--- src/rtl/fetch_sequencer.sv ---
// Instruction fetch front end for the 6502 core: loads PC from the reset vector, fetches
// opcode and operand bytes over a wait-stated bus, and issues whole instructions to execute.
module fetch_sequencer #(
    parameter int unsigned       ADDR_W   = 16,
    parameter logic [ADDR_W-1:0] RST_VEC  = 16'hFFFC,
    parameter int unsigned       WAIT_MAX = 16,
    parameter int unsigned       TMO_W    = 5
) (
    input  logic              clk,
    input  logic              resetn,
    output logic              mem_req,
    output logic [ADDR_W-1:0] mem_addr,
    input  logic              mem_ready,
    input  logic [7:0]        mem_rdata,
    output logic [7:0]        dec_op,
    input  logic [1:0]        dec_len,
    output logic              ins_valid,
    input  logic              ins_ready,
    output logic [7:0]        ins_opcode,
    output logic [15:0]       ins_operand,
    output logic [ADDR_W-1:0] ins_pc,
    input  logic              br_valid,
    input  logic [ADDR_W-1:0] br_target,
    output logic              err,
    output logic [1:0]        err_code
);

    typedef enum logic [2:0] {
        StVecLo, StVecHi, StFetch, StDecode, StOpnd1, StOpnd2, StIssue, StError
    } state_e;

    localparam logic [ADDR_W-1:0] VecHiAddr = RST_VEC + ADDR_W'(1);
    localparam logic [TMO_W-1:0]  WaitLast  = TMO_W'(WAIT_MAX - 1);

    state_e            state_q, state_d;
    logic [ADDR_W-1:0] pc_q, pc_d;
    logic [ADDR_W-1:0] ins_pc_q, ins_pc_d;
    logic [7:0]        ir_q, ir_d;
    logic [7:0]        lsb_q, lsb_d;
    logic [7:0]        msb_q, msb_d;
    logic [1:0]        len_q, len_d;
    logic [1:0]        err_code_q, err_code_d;
    logic [TMO_W-1:0]  wait_q, wait_d;
    logic              done;
    logic              redirect;

    always_comb begin
        mem_req  = 1'b0;
        mem_addr = pc_q;
        case (state_q)
            StVecLo: begin
                mem_req  = 1'b1;
                mem_addr = RST_VEC;
            end
            StVecHi: begin
                mem_req  = 1'b1;
                mem_addr = VecHiAddr;
            end
            StFetch, StOpnd1, StOpnd2: mem_req = 1'b1;
            default: ;
        endcase
    end

    assign done     = mem_req && mem_ready;
    assign redirect = br_valid && (state_q != StVecLo) && (state_q != StVecHi) &&
                      (state_q != StError);

    always_comb begin
        state_d    = state_q;
        pc_d       = pc_q;
        ins_pc_d   = ins_pc_q;
        ir_d       = ir_q;
        lsb_d      = lsb_q;
        msb_d      = msb_q;
        len_d      = len_q;
        err_code_d = err_code_q;
        wait_d     = wait_q;

        unique case (state_q)
            StVecLo: if (done) begin
                pc_d[7:0] = mem_rdata;
                state_d   = StVecHi;
            end
            StVecHi: if (done) begin
                pc_d    = ADDR_W'({mem_rdata, pc_q[7:0]});
                state_d = StFetch;
            end
            StFetch: if (done) begin
                ir_d     = mem_rdata;
                ins_pc_d = pc_q;
                pc_d     = pc_q + ADDR_W'(1);
                lsb_d    = 8'h00;
                msb_d    = 8'h00;
                state_d  = StDecode;
            end
            StDecode: begin
                len_d = dec_len;
                unique case (dec_len)
                    2'd0: state_d = StIssue;
                    2'd3: begin
                        state_d    = StError;
                        err_code_d = 2'b01;
                    end
                    default: state_d = StOpnd1;
                endcase
            end
            StOpnd1: if (done) begin
                lsb_d   = mem_rdata;
                pc_d    = pc_q + ADDR_W'(1);
                state_d = (len_q == 2'd2) ? StOpnd2 : StIssue;
            end
            StOpnd2: if (done) begin
                msb_d   = mem_rdata;
                pc_d    = pc_q + ADDR_W'(1);
                state_d = StIssue;
            end
            StIssue: if (ins_ready) state_d = StFetch;
            StError: ;
        endcase

        // A stalled read times out when this wait cycle would be the WAIT_MAX-th.
        if (mem_req && !mem_ready) begin
            wait_d = wait_q + TMO_W'(1);
            if ((WAIT_MAX != 0) && (wait_q == WaitLast)) begin
                state_d    = StError;
                err_code_d = 2'b10;
            end
        end

        // Redirect wins over any completion or accept in the same cycle.
        if (redirect) begin
            state_d    = StFetch;
            pc_d       = br_target;
            ins_pc_d   = ins_pc_q;
            ir_d       = ir_q;
            lsb_d      = lsb_q;
            msb_d      = msb_q;
            len_d      = len_q;
            err_code_d = err_code_q;
        end

        if (done || redirect || (state_d != state_q)) wait_d = '0;
    end

    always_ff @(posedge clk) begin
        if (!resetn) begin
            state_q    <= StVecLo;
            pc_q       <= '0;
            ins_pc_q   <= '0;
            ir_q       <= 8'h00;
            lsb_q      <= 8'h00;
            msb_q      <= 8'h00;
            len_q      <= 2'd0;
            err_code_q <= 2'b00;
            wait_q     <= '0;
        end else begin
            state_q    <= state_d;
            pc_q       <= pc_d;
            ins_pc_q   <= ins_pc_d;
            ir_q       <= ir_d;
            lsb_q      <= lsb_d;
            msb_q      <= msb_d;
            len_q      <= len_d;
            err_code_q <= err_code_d;
            wait_q     <= wait_d;
        end
    end

    assign dec_op      = ir_q;
    assign ins_valid   = (state_q == StIssue);
    assign ins_opcode  = ir_q;
    assign ins_operand = {msb_q, lsb_q};
    assign ins_pc      = ins_pc_q;
    assign err         = (state_q == StError);
    assign err_code    = err_code_q;

endmodule
--- config.mk ---
export PLATFORM = sky130hd
export DESIGN_NAME = fetch_sequencer
export DESIGN_NICKNAME = d
export VERILOG_FILES = /design/src/rtl/fetch_sequencer.sv
export SDC_FILE = /design/constraint.sdc
export NUM_CORES = 1
export LEC_CHECK = 0
export CAP_MARGIN = 0
export CORE_UTILIZATION = 35
export DETAILED_ROUTE_END_ITERATION = 8
export DONT_BUFFER_PORTS = 1
export GPL_ROUTABILITY_DRIVEN = 0
export PLACE_DENSITY = 0.47
export SLEW_MARGIN = 40
export SYNTH_ARGS = -nofsm -noshare
export SYNTH_HDL_FRONTEND = slang
export SYNTH_SLANG_ARGS = --single-unit
--- constraint.sdc ---
create_clock -name clk -period 2.8 [get_ports clk]
set_clock_uncertainty 0.15 [all_clocks]
set_input_delay 0.84 -clock clk [delete_from_list [all_inputs] [get_ports clk]]
set_output_delay 0.84 -clock clk [all_outputs]
set_load 0.005 [all_outputs]
[Yosys cells after proc, flatten, opt, wreduce, memory -nomap -nowiden]
Cells that the tools add are included.
Operators by class
  $add $sub $neg: 2
  equality and inequality tests: 20
  multiplexer cells: 27
  bitwise operators: 2
  reduce and logical (&&, ||, !) cells: 24
Operator list (number)
  $mux W16: 3
  $pmux W8 S2: 3
  $pmux W16 S2: 1
  $mux W3: 9
  $pmux W8 S3: 1
  $pmux W3 S7: 1
  $add A16 B1 Y16 const B: 1
  $mux W8: 2
  $eq A3 B3 Y1 const B: 4
  $reduce_and A4 Y1: 3
  $mux W2: 5
  $ne A3 B3 Y1 const B: 3
  $reduce_bool A3 Y1: 3
  $ne A2 B2 Y1 const B: 4
  $eq A3 B2 Y1 const B: 2
  $ne A3 B1 Y1 const B: 2
  $reduce_and A3 Y1: 2
  $add A5 B1 Y5 const B: 1
  $eq A5 B4 Y1 const B: 1
  $logic_and A1 B1 Y1: 5
  $reduce_or A5 Y1: 1
  $eq A2 B2 Y1 const B: 2
  $pmux W2 S2: 1
  $reduce_bool A2 Y1: 2
  11 further kinds: 13
Word-level totals
  flip-flop bits (word level): 68
  input bits: 31
  output and inout bits: 69
  word-level logic and storage cells: 85

[Depth between registers and ports, before layout]
Gate-level depths: netlist (run 1).
  word-level depth: 12
  gate-level depth with buffers: 9
  gate-level depth less buffers: 8

[Worst setup path before layout (run 1)]
Ideal clock, no wire load.
  kind: input port to flip-flop
  start: input br_valid
  end: register pc_q[12]
  library setup time: 122 ps
  arrival: 2047 ps
  required time: 2528 ps
  setup slack: 481 ps
  stages on the path: 6
  path buffers: 1
  path through: buf_4 > nor2b_4 > o21ai_2 > a221oi_4 > o22ai_1 > a221o_1
Between the ends
  cells in the longest elaborated chain, start to end: 5
  elaborated cells on any way between the ends: 8
  classes of those cells: eq/ne (2); mux (1); reduce/logical (5)
RTL lines
  start: declaration: line 22  | input logic br_valid,
  $logic_and A1 B1 Y1 * (3 in a row): line 65  | assign redirect = br_valid && (state_q != StVecLo) && (state_q != StVecHi) &&
  $ne A3 B3 Y1 (no source line), or another cell as far along
  $reduce_and A3 Y1 (no source line)
  end signal: assignment: line 158  | pc_q <= pc_d;
  end: declaration: line 36  | logic [ADDR_W-1:0] pc_q, pc_d;
Every way passes the cells marked *; elsewhere a longest branch is shown, timed or not.
A chain may end at the register's enable or synchronous reset.

[Final worst setup path (run 1)]
  start: register state_q[1]
  end: output mem_addr[2]
Between the ends
  cells in the longest elaborated chain, start to end: 2
  elaborated cells on any way between the ends: 3
  classes of those cells: eq/ne (1); mux (1); reduce/logical (1)
RTL lines
  start: declaration: line 35  | state_e state_q, state_d;
  start signal: assignment: line 147  | state_q <= StVecLo;
  start signal: assignment: line 157  | state_q <= state_d;
  $eq A3 B1 Y1 or $logic_not A3 Y1 (tied branches): line 50  | case (state_q)
  $pmux W16 S2 *: line 50
  end: declaration: line 12  | output logic [ADDR_W-1:0] mem_addr,
Marked as above.

==> results of run 1 <==
[flip-flops by register name, indices dropped and copies added (netlist names)]
register,count
state_q,3
len_q,2
dec_op,8
msb_q,8
wait_q,5
pc_q,16
lsb_q,8
err_code,2
ins_pc,16
[through the flow]
stage	power (mW)	area (um2)	utilization (%)
global route	2.636	4129	39.46
finish	2.517	4129	39.46
global placement	1.440	3869	36.98
CTS	2.534	4129	39.46
floorplan	1.353	3822	-
detailed placement	1.443	3869	36.98
[layout by cell type (no fill, tap or decap), types with 3 or more instances in the layout]
cell | synthesis | final
clkbuf_8 | 0 | 9
o21ai_1 | 3 | 3
and2_1 | 4 | 4
ha_1 | 5 | 5
nor3_1 | 8 | 8
nor2_1 | 39 | 39
nand3_1 | 10 | 10
o21a_1 | 3 | 3
o22ai_1 | 5 | 5
a31oi_1 | 3 | 3
nor3_2 | 4 | 4
dfxtp_1 | 68 | 68
nand4_1 | 5 | 5
a221o_1 | 7 | 7
bufinv_16 | 0 | 4
nand2b_1 | 5 | 5
a21oi_1 | 50 | 50
a211oi_1 | 6 | 6
inv_1 | 8 | 7
nor2b_1 | 6 | 6
mux2i_1 | 6 | 6
o21ai_0 | 22 | 22
xnor2_1 | 4 | 4
a221oi_1 | 3 | 3
o211ai_1 | 3 | 3
or3_1 | 3 | 3
nand2_1 | 77 | 77
a22oi_1 | 17 | 17
and3_1 | 5 | 5
buf_4 | 14 | 18
or2_2 | 13 | 13
[area by class of cell]
type                            count  area, um2
Timing Repair Buffer               18      135.1
Clock inverter                      6      136.4
Clock buffer                        9      123.9
Inverter                            8      30.03
Tap cell                          136      170.2
Sequential cell                    68       1361
Fill cell                        1114       6334
Multi-Input combinational cell    358       2172
[critical path, cell delays in order, from the launching register on]
cell and delay [ns]:
dfxtp_1 0.70, nor2_2 0.11, buf_4 0.21, or2_2 0.30
[per-layer routing]
layer / routed length [um] / share of wire (%) / vias up / GRT usage, %
met5: 0 / 0 / - / 0
met4: 184 / 1.5 / 0 / 6.164
met3: 1096 / 8.9 / 12 / 7.296
li1: - / - / 1668 / -
met2: 5717 / 46 / 134 / 35.25
met1: 5370 / 43 / 1685 / 28.96
[where the power goes]
group	switching, mW	internal [mW]
logic	0.206	0.145
registers	0.0705	1.00
clock network	0.413	0.681
total	0.690	1.83
[worst paths after layout]
path,depth (start not counted),start,slack (ns),end
min reg2reg,2,ins_pc[5],0.33,ins_pc[5]
max,3,state_q[1],0.14,mem_addr[2]
min,2,ins_pc[5],0.33,ins_pc[5]
max reg2reg,6,state_q[1],0.47,pc_q[3]
[cell families (layout without fill, tap and decap cells)]
kind of cell,count (synthesis),after routing,synth area share (%)
compound gates,143,143,25.53
fa+ha+maj,5,5,1.637
simple gates,197,197,26.42
xor+xnor,6,6,1.375
flops,68,68,35.61
buf+inv,52,41,7.561
mux,7,7,1.866
==> metrics.log, run 1 <==
[metrics] core area: 10460 um2
[metrics] biggest area contributors in the synthesized netlist: dfxtp_1 36%, nand2_1 7.6%, a21oi_1 6.5%
[metrics] min cycle time layout: 2.659 ns
[metrics] total global routing track utilization: 22.30%
[metrics] dpl cells: 588
[metrics] number of synthesized flops with an enable pin: 0
[metrics] transition time at the pin with the least slew margin: 0.7769 ns
[metrics] required time of the critical path: 1.81 ns
[metrics] final setup fails: 0
[metrics] antenna cell count: 0
[metrics] buffer type at the clock tree root: clkbuf_8
[metrics] HPWL Detailed: 8.970 mm
[metrics] vertical die dimension: 106.5 um
[metrics] clock latency of the later-clocked register in the worst-skew pair: 0.35 ns
[metrics] part of the Yosys area used for sequential elements: 35.61%
[metrics] area of the mapped netlist: 3822 um2
[metrics] run status: finished, final reports clean
[metrics] drt total wl: 12.37 mm
[metrics] io pins: 100
[metrics] die area: 11340 um2
[metrics] P&R area growth vs syn: 8.020%
[metrics] maximum fanout count along the critical path: 15
[metrics] synth unique cells: 63
[metrics] class of the tightest hold or removal check: reg2reg
[metrics] WHS: 0.3285 ns
[metrics] post-route setup slack: 0.1414 ns
[metrics] post-synth top area share: 35.61%
[metrics] vias in the first global route: 3358
[metrics] async set or reset register ratio after synthesis: 0%
[metrics] Max Freq: 376.1 MHz
[metrics] post-detailed-route count of antenna-violating nets: 0
[metrics] Final Net Count: 499
[metrics] top-count cell post-synth: nand2_1
[metrics] main flop type after synthesis: dfxtp_1
[metrics] synthesized instance count: 478
[metrics] H-Tree Depth: 3
[metrics] critical path endpoint category: output port
[metrics] post-detailed-route DRC marker count: 0
[metrics] maximum root-to-sink buffer count: 2
[metrics] unrepaired setup endpoints after global routing: no
[metrics] CTS tree: done
[metrics] via-per-instance ratio: 5.803
[metrics] final global-route overflow total: 0
[metrics] Post-synth top cells: 77 x nand2_1, 68 x dfxtp_1, 50 x a21oi_1, 39 x nor2_1, 22 x o21ai_0
[metrics] length of the first detailed-routing pass in iterations: 4
[metrics] Max IR drop VDD: 0.2083 mV
[metrics] critical path class: reg2out
[metrics] wire length of the first global-routing pass: 19.35 mm
[metrics] count of non-filler cells in the finished layout: 603
[metrics] arrival time at the worst endpoint: 1.67 ns
[metrics] power per standard cell area: 609.5 nW/um2
[metrics] biggest area consumer among synthesized cells: dfxtp_1
[metrics] Worst-path clk slew: 0.08 ns
[metrics] via count: 3499
[metrics] worst slew slack as a fraction of its limit: 48.21%
[metrics] Post-Place Worst Slack: 0.4287 ns
[metrics] row count: 37
[metrics] share of final-layout standard cells stronger than drive strength 1: 14.99%
[metrics] Net Count, Synth: 514
[metrics] number of synthesized register bits: 68
[metrics] count of hold buffers inserted by post-cts repair: 0
[metrics] count of cells resized by post-cts repair: 0
[metrics] wire per inst: 20.51 um
[metrics] initial antenna violation count: 0
[metrics] Warnings, synthesis: 0
[metrics] Final Hold Violating Endpoints: 0
[metrics] part of the cycle the worst path needs: 94.95%
[metrics] Avg Synthesized Cell Area: 7.997 um2
[metrics] die boundary width: 106.5 um
[metrics] final-report max-slew violation count: 0
[metrics] max-cap viol count: 0
[metrics] Sinks on Clock Net: 68
[metrics] number of buffers inserted to repair setup after CTS: 0
[metrics] Iter 0 DRT Violations: 234
[metrics] Worst setup SP type: register
[metrics] TritonCTS buffer count: 9
[metrics] largest net degree at the start of global routing: 41
[metrics] count of input and output buffers: 0
[metrics] Lkg Pwr: 1.407 nW
[metrics] initial core utilization: 36.53%
[metrics] Setup Total Neg Slack: 0 ns
Note: power is estimated with default switching activity, not from simulation.
==> run 2, diff against run 1 <==
--- a/config.mk
+++ b/config.mk
@@ -6,11 +6,12 @@
 export NUM_CORES = 1
 export LEC_CHECK = 0
 export CAP_MARGIN = 0
-export CORE_UTILIZATION = 35
+export CORE_MARGIN = 1.5
+export CORE_UTILIZATION = 60
 export DETAILED_ROUTE_END_ITERATION = 8
 export DONT_BUFFER_PORTS = 1
 export GPL_ROUTABILITY_DRIVEN = 0
-export PLACE_DENSITY = 0.47
+export PLACE_DENSITY = 0.74
 export SLEW_MARGIN = 40
 export SYNTH_ARGS = -nofsm -noshare
 export SYNTH_HDL_FRONTEND = slang
==> run 2 against run 1 <==
Fmax is 2.5% higher. First-iteration DRC count increased by 53%. Non-clock buffer count shrank 5. Highest routed layer unchanged. Setup slack better by 0.064 ns. Hold slack got worse by 0.018 ns. Final cell count fell by 11%. Die area shrank 40%. Critical path depth fell by 1. Global-route usage rose by 7.7 points. Sequential cell count is the same. Routed wire length fell by 18%.
==> metrics.log, run 2 (synthesis results as in run 1) <==
[metrics] transition time at the pin with the least slew margin: 0.6252 ns (was 0.7769 ns)
[metrics] Min-Delay Startpoint: pc_q[14] (was ins_pc[5])
[metrics] largest net degree at the start of global routing: 38 (was 41)
[metrics] via count: 3488 (was 3499)
[metrics] wire per inst: 18.95 um (was 20.51 um)
[metrics] run status: finished, final reports clean (unchanged)
[metrics] wire length of the first global-routing pass: 16.76 mm (was 19.35 mm)
[metrics] cell area after layout: 3933 um2 (was 4129 um2)
[metrics] Max Freq: 385.5 MHz (was 376.1 MHz)
[metrics] die area: 6858 um2 (was 11340 um2)
[metrics] R2R Path End: pc_q[3] (unchanged)
[metrics] vertical die dimension: 82.82 um (was 106.5 um)
[metrics] count of cells resized by post-cts repair: 0 (unchanged)
[metrics] final-report max-slew violation count: 0 (unchanged)
[metrics] core area: 6026 um2 (was 10460 um2)
[metrics] drt total wl: 10.20 mm (was 12.37 mm)
[metrics] WHS: 0.3104 ns (was 0.3285 ns)
[metrics] placed cell area: 3755 um2 (was 3869 um2)
[metrics] part of the cycle the worst path needs: 92.65% (was 94.95%)
[metrics] power per standard cell area: 541.9 nW/um2 (was 609.5 nW/um2)
[metrics] buffer type at the clock tree root: clkbuf_8 (unchanged)
[metrics] internal reg-to-reg setup slack: 0.50 ns (was 0.47 ns)
[metrics] clock latency of the later-clocked register in the worst-skew pair: 0.35 ns (about the same)
[metrics] Lkg Pwr: 1.346 nW (was 1.407 nW)
[metrics] leading cell types in the layout, fill and taps excluded: 77 x nand2_1, 68 x dfxtp_1, 50 x a21oi_1, 39 x nor2_1, 22 x o21ai_0 (unchanged)
[metrics] Worst setup SP type: register (unchanged)
[metrics] post-detailed-route count of antenna-violating nets: 0 (unchanged)
[metrics] number of buffers inserted to repair setup after CTS: 0 (unchanged)
[metrics] worst setup path endpoint: err (was mem_addr[2])
[metrics] required time of the critical path: 1.81 ns (about the same)
[metrics] HPWL Detailed: 7.069 mm (was 8.970 mm)
[metrics] class of the tightest hold or removal check: reg2reg (unchanged)
[metrics] critical path class: reg2out (unchanged)
[metrics] worst slew slack as a fraction of its limit: 57.88% (was 48.21%)
[metrics] critical path endpoint category: output port (unchanged)
[metrics] Final Hold Violating Endpoints: 0 (unchanged)
[metrics] Max stage delay on crit path: 0.72 ns (was 0.70 ns)
[metrics] r2r startpoint: state_q[0] (was state_q[1])
[metrics] share of final-layout standard cells stronger than drive strength 1: 14.47% (was 14.99%)
[metrics] number of instances on the worst hold path: 2 (unchanged)
[metrics] r2r worst-path depth: 6 (unchanged)
[metrics] Sinks on Clock Net: 68 (unchanged)
[metrics] min cycle time layout: 2.594 ns (was 2.659 ns)
[metrics] Max IR drop VDD: 0.3735 mV (was 0.2083 mV)
[metrics] P&R area growth vs syn: 2.880% (was 8.020%)
[metrics] arrival time at the worst endpoint: 1.60 ns (was 1.67 ns)
[metrics] Iter 0 DRT Violations: 358 (was 234)
[metrics] count of hold buffers inserted by post-cts repair: 0 (unchanged)
[metrics] Final Net Count: 494 (was 499)
[metrics] maximum fanout count along the critical path: 17 (was 15)
[metrics] io pins: 100 (unchanged)
[metrics] count of input and output buffers: 0 (unchanged)
[metrics] Setup Total Neg Slack: 0 ns (unchanged)
[metrics] Worst-path clk slew: 0.07 ns (was 0.08 ns)
[metrics] die boundary width: 82.82 um (was 106.5 um)
[metrics] length of the first detailed-routing pass in iterations: 5 (was 4)
[metrics] cell with the largest stage delay on the worst path: dfxtp_1 (unchanged)
[metrics] initial core utilization: 63.43% (was 36.53%)
[metrics] final setup fails: 0 (unchanged)
[metrics] max-cap viol count: 0 (unchanged)
[metrics] post-detailed-route DRC marker count: 0 (unchanged)
[metrics] row count: 28 (was 37)
[metrics] via-per-instance ratio: 6.483 (was 5.803)
[metrics] leading cell type in the layout, fill and taps excluded: nand2_1 (unchanged)
[metrics] vias in the first global route: 3344 (was 3358)
[metrics] unrepaired setup endpoints after global routing: no (unchanged)
[metrics] TritonCTS buffer count: 9 (unchanged)
[metrics] H-Tree Depth: 3 (unchanged)
[metrics] antenna cell count: 0 (unchanged)
[metrics] initial antenna violation count: 0 (unchanged)
[metrics] worst setup path startpoint: state_q[0] (was state_q[1])
[metrics] final global-route overflow total: 0 (unchanged)
[metrics] maximum root-to-sink buffer count: 2 (unchanged)
[metrics] critical-path cell list: buf_4, and3_1 (was nor2_2, buf_4, or2_2)
[metrics] total global routing track utilization: 30.01% (was 22.30%)
[metrics] CTS tree: done (unchanged)
run 2: how the worst min path moves through the flow:
stage | endpoint | slack (ns)
floorplan | ins_pc[14] | 0.28
global placement | ins_pc[14] | 0.30
detailed placement | ins_pc[14] | 0.30
CTS | ins_pc[14] | 0.31
global route | ins_pc[14] | 0.35
finish | ins_pc[14] | 0.31
run 2: worst max-delay path: cells and delay by family (launching register included):
family                 cells  cell delay [ns]
flip-flops                 1             0.72
buffers and inverters      1             0.28
AND/OR/NAND/NOR            1             0.26
run 2: per-layer routing:
metal / GRT usage, % / part of all wire, %
met5: 0 / 0
met1: 39.48 / 42
met4: 12.27 / 2.3
met2: 45.97 / 46
met3: 9.046 / 9.9
run 2: final cells by class:
cell class / instances / area [um2]
clock buffer: 10 / 137.6
clock inverter: 6 / 38.79
timing repair buffer: 13 / 97.59
inverter: 8 / 30.03
sequential: 68 / 1361
tap: 75 / 93.84
multi-input combinational: 358 / 2173
fill: 588 / 2093
run 2: metrics by stage:
step           instances  total power, mW  util [%]  setup slack (ns)
6_report             538            2.131     65.26            0.2058
5_1_grt              538            2.220     65.26            0.1520
4_1_cts              538            2.130     65.24            0.2412
3_5_place_dp         522            1.413     62.31            0.3559
3_3_place_gp         522            1.406     62.31            0.4141
2_1_floorplan        478            1.353         -            0.4815
run 2: power by group:
group / switching (mW) / total (mW) / leakage (nW) / internal [mW]
logic: 0.201 / 0.341 / 0.706 / 0.140
registers: 0.0559 / 1.06 / 0.551 / 1.00
clock network: 0.390 / 0.733 / 0.0885 / 0.343
==> run 3, diff against run 2 <==
--- a/config.mk
+++ b/config.mk
@@ -5,7 +5,7 @@
 export SDC_FILE = /design/constraint.sdc
 export NUM_CORES = 1
 export LEC_CHECK = 0
-export CAP_MARGIN = 0
+export CAP_MARGIN = 5
 export CORE_MARGIN = 1.5
 export CORE_UTILIZATION = 60
 export DETAILED_ROUTE_END_ITERATION = 8
==> results of run 3 <==
No change in the layout: final DEF, timing and power equal those of run 2.
